## config.mk

```make
export PLATFORM = sky130hd
export DESIGN_NAME = mpmc10_wdf_feeder
export DESIGN_NICKNAME = d
export VERILOG_FILES = /design/src/rtl/mpmc10_wdf_feeder.sv
export SDC_FILE = /design/constraint.sdc
export NUM_CORES = 1
export LEC_CHECK = 0
export BUFFER_PORTS_ARGS = -buffer_cell sky130_fd_sc_hd__buf_2
export CAP_MARGIN = 30
export CELL_PAD_IN_SITES_DETAIL_PLACEMENT = 0
export CELL_PAD_IN_SITES_GLOBAL_PLACEMENT = 1
export CORE_MARGIN = 1.5
export CORE_UTILIZATION = 40
export DETAILED_ROUTE_END_ITERATION = 8
export PLACE_DENSITY = 0.81
export SLEW_MARGIN = 5
export SYNTH_ARGS = -nofsm -noshare
export SYNTH_HDL_FRONTEND = slang
export SYNTH_SLANG_ARGS = --single-unit
```

## constraint.sdc

```tcl
create_clock -name clk -period 1.7 [get_ports clk]
set_input_delay 0.34 -clock clk [delete_from_list [all_inputs] [get_ports clk]]
set_output_delay 0.34 -clock clk [all_outputs]
set_load 0.05 [all_outputs]
```

## src/rtl/mpmc10_wdf_feeder.sv

```systemverilog
// mpmc10_wdf_feeder: captures one WID-bit write word and its byte-disable mask,
// then feeds it to the DDR UI write-data FIFO as WID/UIWID beats using valid/ready.
// Optional statistics counters are built in when MPMC10_WDF_STATS_EN is defined.
module mpmc10_wdf_feeder #(
   parameter int WID   = 256,
   parameter int UIWID = 128
) (
   input  logic                 clk,
   input  logic                 rst,
   input  logic                 ld,
   input  logic [WID-1:0]       dat,
   input  logic [WID/8-1:0]     mask,
   output logic                 busy,
   output logic                 done,
   input  logic                 app_wdf_rdy,
   output logic                 app_wdf_wren,
   output logic                 app_wdf_end,
   output logic [UIWID-1:0]     app_wdf_data,
   output logic [UIWID/8-1:0]   app_wdf_mask
`ifdef MPMC10_WDF_STATS_EN
   ,
   output logic [31:0]          wbeat_cnt,
   output logic [31:0]          stall_cnt
`endif
);

   localparam int BEATS = WID / UIWID;
   localparam int MW    = UIWID / 8;
   localparam int BW    = (BEATS > 1) ? $clog2(BEATS) : 1;
   localparam logic [BW-1:0] LAST = BW'(BEATS - 1);

   typedef enum logic {IDLE, SEND} state_t;

   state_t            r_state;
   logic [BW-1:0]     r_beat;
   logic [WID-1:0]    r_hold_dat;
   logic [WID/8-1:0]  r_hold_mask;
   logic              r_busy, r_done, r_wren, r_end;
   logic [UIWID-1:0]  r_data;
   logic [MW-1:0]     r_mask;

   logic              w_accept;
   logic              w_last;
   logic [BW-1:0]     w_nxt;

   assign w_accept = r_wren & app_wdf_rdy;
   assign w_last   = (r_beat == LAST);
   assign w_nxt    = r_beat + BW'(1);

   // Burst FSM: every output is a register so app_wdf_rdy never reaches an output combinationally.
   always_ff @(posedge clk) begin
      if (rst) begin
         r_state     <= IDLE;
         r_beat      <= '0;
         r_hold_dat  <= '0;
         r_hold_mask <= '0;
         r_busy      <= 1'b0;
         r_done      <= 1'b0;
         r_wren      <= 1'b0;
         r_end       <= 1'b0;
         r_data      <= '0;
         r_mask      <= '0;
      end else begin
         r_done <= 1'b0;
         case (r_state)
            IDLE: begin
               if (ld) begin
                  r_hold_dat  <= dat;
                  r_hold_mask <= mask;
                  r_beat      <= '0;
                  r_data      <= dat[UIWID-1:0];
                  r_mask      <= mask[MW-1:0];
                  r_end       <= (BEATS == 1);
                  r_wren      <= 1'b1;
                  r_busy      <= 1'b1;
                  r_state     <= SEND;
               end
            end
            SEND: begin
               // Without an accept, every app_wdf_* output simply holds.
               if (w_accept) begin
                  if (w_last) begin
                     r_wren  <= 1'b0;
                     r_end   <= 1'b0;
                     r_busy  <= 1'b0;
                     r_done  <= 1'b1;
                     r_state <= IDLE;
                  end else begin
                     r_beat <= w_nxt;
                     r_data <= r_hold_dat[w_nxt*UIWID +: UIWID];
                     r_mask <= r_hold_mask[w_nxt*MW +: MW];
                     r_end  <= (w_nxt == LAST);
                  end
               end
            end
            default: r_state <= IDLE;
         endcase
      end
   end

   assign busy         = r_busy;
   assign done         = r_done;
   assign app_wdf_wren = r_wren;
   assign app_wdf_end  = r_end;
   assign app_wdf_data = r_data;
   assign app_wdf_mask = r_mask;

`ifdef MPMC10_WDF_STATS_EN
   logic [31:0] r_wbeat_cnt, r_stall_cnt;

   // Accepted-beat and back-pressure counters; both wrap naturally at 2^32.
   always_ff @(posedge clk) begin
      if (rst) begin
         r_wbeat_cnt <= '0;
         r_stall_cnt <= '0;
      end else begin
         if (w_accept)                r_wbeat_cnt <= r_wbeat_cnt + 32'd1;
         if (r_wren && !app_wdf_rdy)  r_stall_cnt <= r_stall_cnt + 32'd1;
      end
   end

   assign wbeat_cnt = r_wbeat_cnt;
   assign stall_cnt = r_stall_cnt;
`endif

endmodule

```

==> metrics.md <==
| Metric | Value |
|---|---|
| Routed vias | `between 15k and 20k` |
| Final wirelength | `about 54000 um` |
| Met2 Use GR | `0.385` |
| Seq/Total Area, Yosys | `0.499` |
| CP Launch Type | `flop` |
| Post-route ant nets | `0` |
| Core Area | `43200 um^2` |
| Peak VDD IR | `0.620 mV` |
| Ys Warns | `0` |
| Die area | `about 45000 um^2` |
| Min Clock Period, post-route | `roughly 1.6 ns` |
| Global Route Usage Sum | `0.231` |
| Drt wl/cell | `17.5 um` |
| Hold/Removal Path Class | `in -> reg` |
| Period utilisation layout | `0.947` |
| Grt met1 use | `0.296` |
| Mean Syn Cell Area | `9.17 um^2` |
| Inserted Clock Buffers | `46` |
| First-pass GRT wire length | `about 83000 um` |
| Final setup fails | `0` |
| Post-synth EDFFs | `0` |
| Initial DRC Count | `838` |
| TNS Setup | `0 ns` |
| Top-count cell post-synth | `nand2_1` |
| CTS tree | `built` |
| Area growth from synthesis to layout | `35.0%` |
| Port bufs | `~440` |
| Dpl cell area | `20700 um^2` |
| Critical path class | `reg -> out` |
| Synthesized area | `between 15000 and 20000 um^2` |
| CP Buf/Inv Count | `2` |
| Synth Instances | `~1.9k` |
| DRC viols | `0` |
| DRT Pass-1 Iters | `7` |
| Ys flop type | `dfxtp_1` |
| Area leader, netlist | `dfxtp_1` |
| Power Density | `about 1100 nW/um^2` |
| Final Hold Viols | `0` |
| Busiest grt layer | `met2` |
| Vias per cell | `5.09` |
| Cell area after layout | `about 24000 um^2` |
| Die W | `212 um` |
| Slew @ Worst Pin | `0.515 ns` |
| Gr ovfl total | `0` |
| Delay of the slowest cell on the worst path | `0.32 ns` |
| Yosys reg bits | `between 400 and 500` |
| R2R Setup Slk | `~0.11 ns` |
| Detailed placer's ending HPWL | `about 36000 um` |
| Initial antenna violation count | `7` |
| Post-route setup slack | `0.0906 ns` |
| Commonest cells post-synth | `nand2_1 (576), dfxtp_1 (437), a21oi_1 (291)` |
| Max-cap viol count | `0` |
| Status | `complete, no violations` |
| Worst relative slew slack | `0.656` |
| Mapped Nets | `2206` |
| FMAX | `621 MHz` |
| RSZ-0062 raised after global routing | `false` |
| Maximum clock path buffer count | `3` |
| Worst setup EP type | `output pin` |
| H-tree levels | `2` |
| # rows | `76` |
| Max Slew Vio Count | `0` |
| Die height | `212 um` |
| Clock sink count | `roughly 440` |
| Post-layout power | `24900 uW` |
| Crit path max-delay family | `buffers and inverters` |
| Layout cells sized above 1 | `0.295` |
| Ranking of synthesized cells by area | `dfxtp_1 (50%), nand2_1 (12%), mux2_2 (9.2%), a21oi_1 (8.3%), mux2i_1 (8.2%)` |
| Clock-pin slew of the registers on the worst-case setup and hold paths | `0.06 ns` |
| Gpl congestion | `0.822` |
| Synth top area share | `0.499` |
| Nets | `2757` |
| Arrival @ worst endpoint | `1.27 ns` |
| Crit-path cells | `buf_4 -> clkbuf_4` |
| Fillers | `4021` |
| Ys async rst share | `0` |
| GR Layer Usage met3 | `0.0477` |
| Largest net degree at the start of global routing | `65` |
| Pre-CTS setup slack | `0.0339 ns` |
| Worst Path Max Fanout | `6` |
| Clk_lat worst skew | `approximately 0.57 ns` |
| Number of global-route vias before repair | `15.6k` |
| Skew final | `about 0.011 ns` |
| Distinct cells, synth | `23` |
| Io pins | `440` |
| Initial Util | `0.406` |
| Lkg Pwr | `~0.010 uW` |
| Clock Tree Root | `clkbuf_16` |
| Slowest CP cell | `dfxtp_2` |
| Post-CTS setup buffers | `0` |
| Req. time, crit path | `1.36 ns` |
[metal layers]
metal	up-vias	routed length [um]	share of wire
met1	7371	23600	0.44
met3	111	3310	0.061
li1	7676	-	-
met5	-	57	0.0011
met4	8	1540	0.029
met2	517	25300	0.47
[cells in the final DEF (no fill, tap or decap), types with 2 or more instances in the layout]
master / n
a21oi_1: 291
buf_12: 30
buf_2: 436
buf_4: 47
clkbuf_1: 10
clkbuf_16: 47
clkbuf_8: 11
clkinv_2: 8
dfxtp_1: 434
dfxtp_4: 2
diode_2: 3
dlygate4sd3_1: 151
mux2_2: 144
mux2i_1: 143
nand2_1: 576
nor2_1: 3
o2bb2ai_1: 144
[through the flow]
| step | hold WS, ns | cells | util |
|---|---|---|---|
| global placement | 0.438 | 2851 | 0.480 |
| global route | 0.00787 | 3084 | 0.549 |
| floorplan | 0.433 | 1914 | - |
| CTS | 0.0000337 | 3081 | 0.548 |
| finish | 0.0288 | 3084 | 0.549 |
| detailed placement | 0.441 | 2851 | 0.480 |
[state kept, by name, summed over array words and instances, names as in the netlist]
signal and cells:
app_wdf_wren 1, app_wdf_data 128, r_hold_mask 32, app_wdf_mask 16
app_wdf_end 1, done 1, r_state 1, r_beat 1
r_hold_dat 256
[cells by family (layout without fill, tap and decap cells)]
| logic type | count (synthesis) | in the layout | synth area share |
|---|---|---|---|
| compound gates | 439 | 439 | 0.156 |
| buf+inv | 163 | 745 | 0.0427 |
| mux | 288 | 288 | 0.175 |
| simple gates | 587 | 587 | 0.128 |
| other cells | 0 | 3 | 0 |
| flops | 437 | 437 | 0.499 |
[layout make-up]
class,instances,area (um^2),share of cell area
Antenna cell,3,7.51,0.000317
Sequential cell,437,8760,0.370
Multi-Input combinational cell,1314,8080,0.341
Clock buffer,68,1370,0.0576
Clock inverter,11,86.3,0.00364
Tap cell,585,732,0.0309
Timing Repair Buffer,666,4670,0.197
[final timing paths]
kind | start | end | cells after the start
worst max-delay path | app_wdf_wren | app_wdf_wren | 2
worst min-delay path | dat[174] | r_hold_dat[174] | 3
worst max register to register | r_beat | app_wdf_data[107] | 5
worst min register to register | r_hold_mask[21] | r_hold_mask[21] | 2
[worst reg2reg max path: stages, from the launching register on]
cell	delay, ns
dfxtp_4	0.40
and4b_1	0.27
nor3_4	0.17
buf_12	0.25
buf_12	0.25
o2bb2ai_1	0.17
[report_power, final]
group	switching, uW	internal [uW]	leakage [uW]
Sequential	328	10900	0.00358
Combinational	2420	1580	0.00573
Clock	4070	5680	0.000720
Total	6820	18100	0.0100
[repair_timing]
action | in CTS | in global routing
endpoints found under the setup margin | 1 | 2
gates resized for setup | 1 | 2
endpoints found under the hold margin | 158 | 0
hold buffers | 151 | 0
Note: power is estimated with default switching activity, not from simulation.
